### src/rtl/reg_scan_bank_if.sv
// Bus bundle for reg_scan_bank: register-bank write port, scan control,
// the eight registered entries, and scan status.
interface reg_scan_bank_if;
  logic        we;
  logic [2:0]  waddr;
  logic [31:0] wdata;
  logic        clr;
  logic        start;
  logic        hold;
  logic [31:0] x0;
  logic [31:0] x1;
  logic [31:0] x2;
  logic [31:0] x3;
  logic [31:0] x4;
  logic [31:0] x5;
  logic [31:0] x6;
  logic [31:0] x7;
  logic [2:0]  sel;
  logic        busy;
  logic        done;

  modport master (
    output we, waddr, wdata, clr, start, hold,
    input  x0, x1, x2, x3, x4, x5, x6, x7, sel, busy, done
  );

  modport slave (
    input  we, waddr, wdata, clr, start, hold,
    output x0, x1, x2, x3, x4, x5, x6, x7, sel, busy, done
  );
endinterface

### src/rtl/reg_scan_bank.sv
// Eight-entry 32-bit register bank with a scan sequencer that presents
// each entry index on sel for DWELL non-held cycles, then pulses done.
//
// state  | meaning
// IDLE   | waiting for start; sel keeps its last value
// SCAN   | presenting entries 0..7, busy high, dwell counter running
// DONE   | one-cycle done pulse, always returns to IDLE
module reg_scan_bank #(
  parameter int unsigned DWELL = 4
) (
  input logic           clk,
  input logic           rst_n,
  reg_scan_bank_if.slave bus
);

  localparam logic [1:0] S_IDLE = 2'd0;
  localparam logic [1:0] S_SCAN = 2'd1;
  localparam logic [1:0] S_DONE = 2'd2;

  // Counter counts down from DWELL-1, so an index stays up DWELL cycles.
  localparam logic [7:0] RELOAD = 8'(DWELL - 1);

  logic [31:0] entry [8];
  logic [1:0]  state, state_nxt;
  logic [2:0]  sel_q, sel_nxt;
  logic [7:0]  cnt, cnt_nxt;
  logic        busy_q, done_q;

  // Register bank: clear wins over write; independent of scan state.
  always_ff @(posedge clk or negedge rst_n) begin
    if (!rst_n) begin
      for (int i = 0; i < 8; i++) entry[i] <= '0;
    end else if (bus.clr) begin
      for (int i = 0; i < 8; i++) entry[i] <= '0;
    end else if (bus.we) begin
      entry[bus.waddr] <= bus.wdata;
    end
  end

  // Scan next-state: hold freezes SCAN only; DONE always lasts one cycle.
  always_comb begin
    state_nxt = state;
    sel_nxt   = sel_q;
    cnt_nxt   = cnt;
    case (state)
      S_IDLE: begin
        if (bus.start) begin
          state_nxt = S_SCAN;
          sel_nxt   = '0;
          cnt_nxt   = RELOAD;
        end
      end
      S_SCAN: begin
        if (!bus.hold) begin
          if (cnt != 8'd0) begin
            cnt_nxt = cnt - 8'd1;
          end else if (sel_q != 3'd7) begin
            sel_nxt = sel_q + 3'd1;
            cnt_nxt = RELOAD;
          end else begin
            state_nxt = S_DONE;
          end
        end
      end
      S_DONE:  state_nxt = S_IDLE;
      default: state_nxt = S_IDLE;
    endcase
  end

  // Sequencer registers; busy/done are flopped from the next state so
  // they are glitch-free and line up with state.
  always_ff @(posedge clk or negedge rst_n) begin
    if (!rst_n) begin
      state  <= S_IDLE;
      sel_q  <= '0;
      cnt    <= '0;
      busy_q <= 1'b0;
      done_q <= 1'b0;
    end else begin
      state  <= state_nxt;
      sel_q  <= sel_nxt;
      cnt    <= cnt_nxt;
      busy_q <= (state_nxt == S_SCAN);
      done_q <= (state_nxt == S_DONE);
    end
  end

  assign bus.x0   = entry[0];
  assign bus.x1   = entry[1];
  assign bus.x2   = entry[2];
  assign bus.x3   = entry[3];
  assign bus.x4   = entry[4];
  assign bus.x5   = entry[5];
  assign bus.x6   = entry[6];
  assign bus.x7   = entry[7];
  assign bus.sel  = sel_q;
  assign bus.busy = busy_q;
  assign bus.done = done_q;

endmodule
### src/flat_wrapper.sv
// flat-port wrapper written by rule: the top's interface ports become plain ports
module reg_scan_bank_flat 
#(
  parameter int unsigned DWELL = 4
)
  (clk, rst_n, bus_we, bus_waddr, bus_wdata, bus_clr, bus_start, bus_hold, bus_x0, bus_x1, bus_x2, bus_x3, bus_x4, bus_x5, bus_x6, bus_x7, bus_sel, bus_busy, bus_done);
  reg_scan_bank_if bus_i ();
  input logic clk;
  input logic rst_n;
  input wire logic [$bits(bus_i.we)-1:0] bus_we;
  input wire logic [$bits(bus_i.waddr)-1:0] bus_waddr;
  input wire logic [$bits(bus_i.wdata)-1:0] bus_wdata;
  input wire logic [$bits(bus_i.clr)-1:0] bus_clr;
  input wire logic [$bits(bus_i.start)-1:0] bus_start;
  input wire logic [$bits(bus_i.hold)-1:0] bus_hold;
  output wire logic [$bits(bus_i.x0)-1:0] bus_x0;
  output wire logic [$bits(bus_i.x1)-1:0] bus_x1;
  output wire logic [$bits(bus_i.x2)-1:0] bus_x2;
  output wire logic [$bits(bus_i.x3)-1:0] bus_x3;
  output wire logic [$bits(bus_i.x4)-1:0] bus_x4;
  output wire logic [$bits(bus_i.x5)-1:0] bus_x5;
  output wire logic [$bits(bus_i.x6)-1:0] bus_x6;
  output wire logic [$bits(bus_i.x7)-1:0] bus_x7;
  output wire logic [$bits(bus_i.sel)-1:0] bus_sel;
  output wire logic [$bits(bus_i.busy)-1:0] bus_busy;
  output wire logic [$bits(bus_i.done)-1:0] bus_done;
  assign bus_i.we = bus_we;
  assign bus_i.waddr = bus_waddr;
  assign bus_i.wdata = bus_wdata;
  assign bus_i.clr = bus_clr;
  assign bus_i.start = bus_start;
  assign bus_i.hold = bus_hold;
  assign bus_x0 = bus_i.x0;
  assign bus_x1 = bus_i.x1;
  assign bus_x2 = bus_i.x2;
  assign bus_x3 = bus_i.x3;
  assign bus_x4 = bus_i.x4;
  assign bus_x5 = bus_i.x5;
  assign bus_x6 = bus_i.x6;
  assign bus_x7 = bus_i.x7;
  assign bus_sel = bus_i.sel;
  assign bus_busy = bus_i.busy;
  assign bus_done = bus_i.done;
  reg_scan_bank #(.DWELL(DWELL)) u_core (.clk(clk), .rst_n(rst_n), .bus(bus_i));
endmodule
### config.mk
export PLATFORM = sky130hd
export DESIGN_NAME = reg_scan_bank_flat
export DESIGN_NICKNAME = d
export VERILOG_FILES = /design/src/rtl/reg_scan_bank_if.sv /design/src/rtl/reg_scan_bank.sv /design/src/flat_wrapper.sv
export SDC_FILE = /design/constraint.sdc
export NUM_CORES = 1
export LEC_CHECK = 0
export ABC_AREA = 0
export CAP_MARGIN = 20
export CORE_MARGIN = 8
export CORE_UTILIZATION = 30
export CTS_BUF_LIST = sky130_fd_sc_hd__clkbuf_2 sky130_fd_sc_hd__clkbuf_4 sky130_fd_sc_hd__clkbuf_8
export DETAILED_ROUTE_END_ITERATION = 16
export SETUP_SLACK_MARGIN = 0.15
export SYNTH_ARGS = -nofsm -noshare
export SYNTH_HDL_FRONTEND = slang
export SYNTH_SLANG_ARGS = --single-unit
### constraint.sdc
create_clock -name clk -period 2 [get_ports clk]
set_input_delay 0.4 -clock clk [delete_from_list [all_inputs] [get_ports clk]]
set_output_delay 0.4 -clock clk [all_outputs]
set_load 0.005 [all_outputs]
==> results of run 1 <==
## placed cells by master, fill, tap and decap left out, types with 18 or more instances in the layout
master	count
sky130_fd_sc_hd__a21oi_1	264
sky130_fd_sc_hd__buf_12	26
sky130_fd_sc_hd__buf_4	52
sky130_fd_sc_hd__clkbuf_4	18
sky130_fd_sc_hd__clkbuf_8	54
sky130_fd_sc_hd__clkdlybuf4s50_1	38
sky130_fd_sc_hd__dfrtp_1	271
sky130_fd_sc_hd__dlygate4sd2_1	260
sky130_fd_sc_hd__nand2_1	518
## final cells by class
cell class              instances  area, µm²  share of cell area, %
well taps                     468      585.6                  3.702
multi-input cells             851       3852                  24.35
inverters                       3      11.26                0.07119
repair buffers                380       3620                  22.88
clock inverters                 9      103.9                 0.6565
flip-flops and latches        271       6782                  42.87
clock buffers                  71      864.6                  5.465
## critical path, cell delays in order, from the launching register on
cell and delay (ps):
sky130_fd_sc_hd__dfrtp_1 460, sky130_fd_sc_hd__or3_4 410, sky130_fd_sc_hd__or3_4 330, sky130_fd_sc_hd__or4_4 410, sky130_fd_sc_hd__a21oi_1 130
## cells by family (layout without fill, tap and decap cells)
kind of cell	Yosys count	count (layout)	share of synthesized area, %
mux	1	1	0.1023
fa+ha+maj	3	3	0.3411
buf+inv	115	463	4.491
simple gates	570	570	20.52
flops	271	271	61.62
compound gates	277	277	12.93
## state kept, by name (all words and copies together) (netlist names)
signal / flops
u_core.bus.busy: 1
u_core.bus.done: 1
u_core.bus.sel: 3
u_core.bus.x0: 32
u_core.bus.x1: 32
u_core.bus.x2: 32
u_core.bus.x3: 32
u_core.bus.x4: 32
u_core.bus.x5: 32
u_core.bus.x6: 32
u_core.bus.x7: 32
u_core.cnt: 8
u_core.state: 2
## repair_timing
| item | in CTS | in global routing |
|---|---|---|
| setup endpoints to repair | 263 | 14 |
| hold buffers | 1 | 0 |
| pin swaps | 0 | 2 |
| endpoints found under the hold margin | 42 | 0 |
| setup buffers | 19 | 2 |
| resized for setup | 261 | 10 |
## layer usage
metal | wire length, µm | vias up | global-route usage (%)
li1 | - | 4632 | -
met1 | 17220 | 4931 | 23.07
met2 | 19810 | 382 | 30.72
met3 | 3287 | 73 | 6.069
met4 | 1170 | 0 | 6.729
met5 | 0 | - | 0
## final timing paths
path / start / end / slack [ps] / cells past startpoint
min reg2reg: u_core.bus.x5[16] / u_core.bus.x5[16] / 520 / 2
min in group clk: bus_clr / u_core.bus.x7[9] / 360 / 2
max reg2reg: u_core.cnt[2] / u_core.cnt[5] / 190 / 4
max: u_core.cnt[2] / u_core.cnt[5] / 190 / 4
min: rst_n / u_core.cnt[5] / 330 / 2
max in group asynchronous: rst_n / u_core.bus.x3[25] / 950 / 3
## power by group through the flow
stage / Sequential, mW / Clock [mW] / Combinational (mW)
floorplan: 5.91 / 0 / 0.550
global placement: 5.93 / 0 / 1.30
detailed placement: 5.94 / 0 / 1.32
CTS: 5.83 / 5.45 / 1.27
global route: 5.87 / 5.72 / 1.44
finish: 5.85 / 5.29 / 1.31
==> impl_summary.txt, run 1 <==
----------------------------------------------------
[Status]
  Result of the run ... finished clean

[STA]
  Sum of negative setup slack ... 0 ps
  Fin crit share ... 90.66%
  Post-route minimum period ... 1813 ps
  Hold violation count in the final report ... 0
  Pins Over Slew Limit ... 0
  Number of setup violations in the final report ... 0
  Setup repair after global routing missed its margin ... true
  Tightest Pin Transition ... 560.5 ps
  Slew Limit Headroom ... 62.52%
  Minimum hold slack ... 330.9 ps
  Clock skew ... 5.220 ps
  Worst Slack Setup Final ... 186.8 ps
  Fmax ... 0.5515 GHz

[Pwr]
  Portion of total power attributed to the clock network ... 42.5%
  Part of the power in registers ... 47.0%
  Net switching share of the total power ... 25.90%
  Pleak ... 7.824 nW
  Net switching power ... 3.225 mW
  Part of the total power dissipated in combinational logic ... 10.5%
  Total internal power ... 9.227 mW
  Worst vdd ir ... 0.0005740 V
  Final Total Pwr ... 12.45 mW
  Power density relative to cell area ... 787.2 mW/mm²

[Cells and area]
  Utilization of the core after routing ... 43.52%
  Fraction of final layout cells with drive strength greater than 1 ... 11.80%
  Diode count ... 0
  Post-Layout Cell Count ... 2053
  Fill count ... 3584
  Count of nets after finishing ... 1598
  Synthesis-to-layout area growth ... 43.74%
  Cell area after layout ... 0.01582 mm²

[Clock network]
  Clock-pin slew on the worst setup and hold paths ... 50 ps
  H-Tree Level Count ... 2
  Clock latency of the later-clocked register in the worst-skew pair ... 580 ps
  CTS root buf ... sky130_fd_sc_hd__clkbuf_8
  Number of buffers inserted during clock tree synthesis ... 47
  TritonCTS clock tree ... built
  Clk sinks ... 271
  Maximum clock insertion buffer count ... 3

[Critical path]
  Kind of end point of the critical path ... flop
  Data required, critical path ... 2500 ps
  Path type of the worst setup path ... reg2reg
  CP Launch Type ... flop
  Crit-path max FO ... 7
  Arr. time, crit path ... 2310 ps

[Synth]
  Fraction of post-synthesis cell area in the top cell type by area ... 61.62%
  Proportion of synthesized chip area in sequential cells ... 61.62%
  Async set or reset register ratio after synthesis ... 100.0%
  Cell with the most instances after synthesis ... sky130_fd_sc_hd__nand2_1
  Post-synthesis cell type count ... 36
  Net Count, Synth ... 1281
  Cell Area, Synth ... 0.01101 mm²
  Cell types occupying the most area after synthesis ... sky130_fd_sc_hd__dfrtp_1, sky130_fd_sc_hd__nand2_1, sky130_fd_sc_hd__a21oi_1
  Most common library cells after synthesis ... sky130_fd_sc_hd__nand2_1, sky130_fd_sc_hd__dfrtp_1, sky130_fd_sc_hd__a21oi_1
  Number of enable-type register cells in the synthesized netlist ... 0
  Synth warn ... 0
  Post-Synthesis Mean Instance Area ... 8.897 µm²
  Most common flop cell mapped by yosys ... sky130_fd_sc_hd__dfrtp_1
  Post-synthesis cell type with the largest combined area ... sky130_fd_sc_hd__dfrtp_1
  Number of synthesized register bits ... 271
  Synthesized netlist cell count ... 1237

[Routing]
  Average vias per placed instance ... 4.880
  Remaining antenna violation count after routing ... 0
  Violation count after the first detailed-routing iteration ... 620
  Total Wirelength ... 41490 µm
  Via count ... 10018
  Detail-routed net length per standard cell ... 20.21 µm
  Number of remaining DRC errors ... 0
  Number of search-and-repair iterations in the first detailed-routing pass ... 5

[Place]
  DP Wirelength ... 28780 µm
  Number of placed instances, taps included ... 1951
  Placement-stage worst setup slack ... -46.58 ps
  Number of buffers added on ports ... 301
  Area after detailed placement ... 0.01496 mm²
  Final GP Congestion ... 0.8233

[GRT]
  Largest net degree at the start of global routing ... 62
  Overflow left after global routing ... 0
  First-pass GRT wire length ... 63490 µm
  Number of antenna violations at the first check in global routing ... 0
  Number of global-route vias before repair ... 10043
  Total global routing track utilization ... 18.79%

[Worst hold path]
  Worst hold path class ... in2async

[Floorplanning]
  Boundary Pins ... 302
  Die Area ... 0.04307 mm²
  Horiz. Die Dim ... 207.5 µm
  Vertical die dimension ... 207.5 µm
  Standard-cell row count ... 70
  Placeable Area ... 0.03635 mm²
  Initial Utilization ... 30.28%

[Run]
  MaxCap Viol Count ... 0

----------------------------------------------------
No activity file was read; power rests on OpenSTA's default activity.
==> run 2: changes to the inputs <==
- SLEW_MARGIN: not set -> 20
==> results of run 2 <==
The final DEF is identical to that of run 1; final timing and power are the same.
==> run 3: changes to the inputs <==
- CTS_BUF_LIST: sky130_fd_sc_hd__clkbuf_2 sky130_fd_sc_hd__clkbuf_4 sky130_fd_sc_hd__clkbuf_8 -> sky130_fd_sc_hd__clkbuf_8
- GPL_ROUTABILITY_DRIVEN: not set -> 0
- GPL_TIMING_DRIVEN: not set -> 0
==> impl_summary.txt, run 3 (synthesis gave the netlist of run 1 again) <==
----------------------------------------------------
[Status]
  Result of the run ... finished clean

[Critical path]
  Highest cell delay on the worst timing path ... 490 ps
  Kind of cell adding the most delay to the critical path ... simple AND/OR/NAND/NOR gates
  Arr. time, crit path ... 2310 ps
  Crit-path max FO ... 8
  Slowest CP cell ... sky130_fd_sc_hd__or4_1
  Ordered list of cells on the worst path ... ha_2 -> ha_4 -> and4_1 -> buf_6 -> or4_1 -> a21oi_2
  Path type of the worst setup path ... reg2reg
  Kind of end point of the critical path ... flop
  Data required, critical path ... 2520 ps
  CP Launch Type ... flop
  Combined buffer and inverter count along the critical path ... 1

[STA]
  Clock skew ... 2.784 ps
  Sum of negative setup slack ... 0 ps
  Pins Over Slew Limit ... 0
  Post-route minimum period ... 1790 ps
  Fin crit share ... 89.52%
  Tightest Pin Transition ... 788.4 ps
  Number of setup violations in the final report ... 0
  Hold violation count in the final report ... 0
  Slew Limit Headroom ... 47.44%
  Fmax ... 0.5585 GHz
  Setup repair after global routing missed its margin ... true

[Pwr]
  Part of the power in registers ... 49.0%
  Pleak ... 7.622 nW
  Net switching share of the total power ... 27.15%
  Part of the total power dissipated in combinational logic ... 10.0%
  Net switching power ... 3.249 mW
  Total internal power ... 8.715 mW
  Power density relative to cell area ... 789.4 mW/mm²
  Worst vdd ir ... 0.0004466 V
  Portion of total power attributed to the clock network ... 41.1%

[GRT]
  First-pass GRT wire length ... 64430 µm
  Total global routing track utilization ... 19.56%
  Global routing usage on met1 ... 24.25%
  Met2 Use GR ... 31.97%
  Largest net degree at the start of global routing ... 96
  Number of global-route vias before repair ... 10051
  Most Crowded Layer GR ... met2
  Number of antenna violations at the first check in global routing ... 3
  Overflow left after global routing ... 0
  Met3 usage ... 5.767%

[Place]
  Number of buffers added on ports ... 266
  Area after detailed placement ... 0.01432 mm²
  DP Wirelength ... 31090 µm

[Cells and area]
  Footprint of the flip-flops and latches ... 0.006783 mm²
  Commonest cells after routing, fill and taps aside ... sky130_fd_sc_hd__nand2_1, sky130_fd_sc_hd__dfrtp_1, sky130_fd_sc_hd__a21oi_1
  Fill count ... 3700
  Count of nets after finishing ... 1620
  Multi-input logic area ... 0.003816 mm²
  Fraction of final layout cells with drive strength greater than 1 ... 10.29%
  Synthesis-to-layout area growth ... 37.71%
  Commonest non-fill, non-tap cell in the layout ... sky130_fd_sc_hd__nand2_1
  Cell area after layout ... 0.01516 mm²

[Floorplanning]
  Placeable Area ... 0.03635 mm²
  Die Area ... 0.04307 mm²
  Initial Utilization ... 30.28%
  Horiz. Die Dim ... 207.5 µm
  Vertical die dimension ... 207.5 µm
  Boundary Pins ... 302
  Standard-cell row count ... 70

[Clock network]
  H-Tree Level Count ... 2
  Clock-pin slew on the worst setup and hold paths ... 60 ps
  Clock latency of the later-clocked register in the worst-skew pair ... 590 ps
  Number of buffers inserted during clock tree synthesis ... 48
  Clk sinks ... 271
  Maximum clock insertion buffer count ... 3
  TritonCTS clock tree ... built
  CTS root buf ... sky130_fd_sc_hd__clkbuf_8

[Routing]
  Average vias per placed instance ... 4.838
  Remaining antenna violation count after routing ... 0
  Detail-routed net length per standard cell ... 20.87 µm
  Number of search-and-repair iterations in the first detailed-routing pass ... 4
  Total Wirelength ... 43330 µm
  Violation count after the first detailed-routing iteration ... 601
  Number of remaining DRC errors ... 0
  Via count ... 10044

[Worst hold path]
  Worst hold path class ... in2reg

[Run]
  MaxCap Viol Count ... 0

----------------------------------------------------
==> run 3: cell count changes in the layout (fill, tap and decap cells not counted), sizes merged, moves of 4 or more <==
cell / change
diode: +4
buf: -55
clkbuf: +93
inv: +16
clkdlybuf4s50: -34
==> run 3: final timing paths <==
check	startpoint	to	slack, ps	cells past startpoint
worst max register to register	u_core.bus.sel[0]	u_core.cnt[7]	210	6
max in group asynchronous	rst_n	u_core.bus.x7[13]	600	3
worst max-delay path	u_core.bus.sel[0]	u_core.cnt[7]	210	6
min in group asynchronous	rst_n	u_core.cnt[5]	420	2
worst min register to register	u_core.bus.x1[23]	u_core.bus.x1[23]	520	2
worst min-delay path	bus_wdata[31]	u_core.bus.x6[31]	140	3
==> run 3: cell type report <==
cell class	instances	share of cell area [%]
antenna	4	0.06604
buffer	112	3.385
clock buffer	55	4.995
clock inverter	23	0.8173
inverter	3	0.07430
multi-input combinational	851	25.18
sequential	271	44.75
tap	468	3.864
timing repair buffer	289	16.87
==> run 3: worst reg2reg max path: cells and delay by family, from the launching register on <==
kind	cells	cell delay, ps
buffers and inverters	1	130
adder cells (fa/ha/maj)	2	380
flip-flops	1	400
AO/OA/AOI/OAI	1	120
AND/OR/NAND/NOR	2	690
==> run 3: through the flow <==
stage | instances | setup WS (ps) | hold WS [ps] | total power [mW] | utilization, %
3_5_place_dp | 1973 | -892.8 | 470.3 | 7.149 | 39.39
3_3_place_gp | 1971 | -11530 | 509.6 | 7.115 | 39.22
2_1_floorplan | 1237 | 217.0 | 104.4 | 6.460 | -
4_1_cts | 2070 | 148.3 | 87.83 | 12.09 | 41.39
5_1_grt | 2076 | 133.2 | 133.8 | 12.50 | 41.70
6_report | 2076 | 209.6 | 139.0 | 11.96 | 41.70
==> run 3: metal layers <==
layer	vias to the layer above	share of wire (%)
li1	4674	-
met5	-	0
met1	4972	42
met4	0	2.6
met2	334	48
met3	64	7.3
==> run 3: power groups by stage <==
| stage | logic [mW] | clock network (mW) | registers (mW) |
|---|---|---|---|
| 3_3_place_gp | 1.18 | 0 | 5.93 |
| 6_report | 1.19 | 4.91 | 5.86 |
| 5_1_grt | 1.33 | 5.29 | 5.88 |
| 2_1_floorplan | 0.550 | 0 | 5.91 |
| 3_5_place_dp | 1.22 | 0 | 5.93 |
| 4_1_cts | 1.16 | 5.09 | 5.84 |
==> run 3: timing repair <==
action | 4_1_cts | 5_1_grt
endpoints found under the hold margin | 83 | 0
setup endpoints to repair | 353 | 235
pin swaps | 2 | 3
gates cloned | 0 | 0
setup buffers | 18 | 2
hold buffers | 1 | 0
resized for setup | 270 | 57
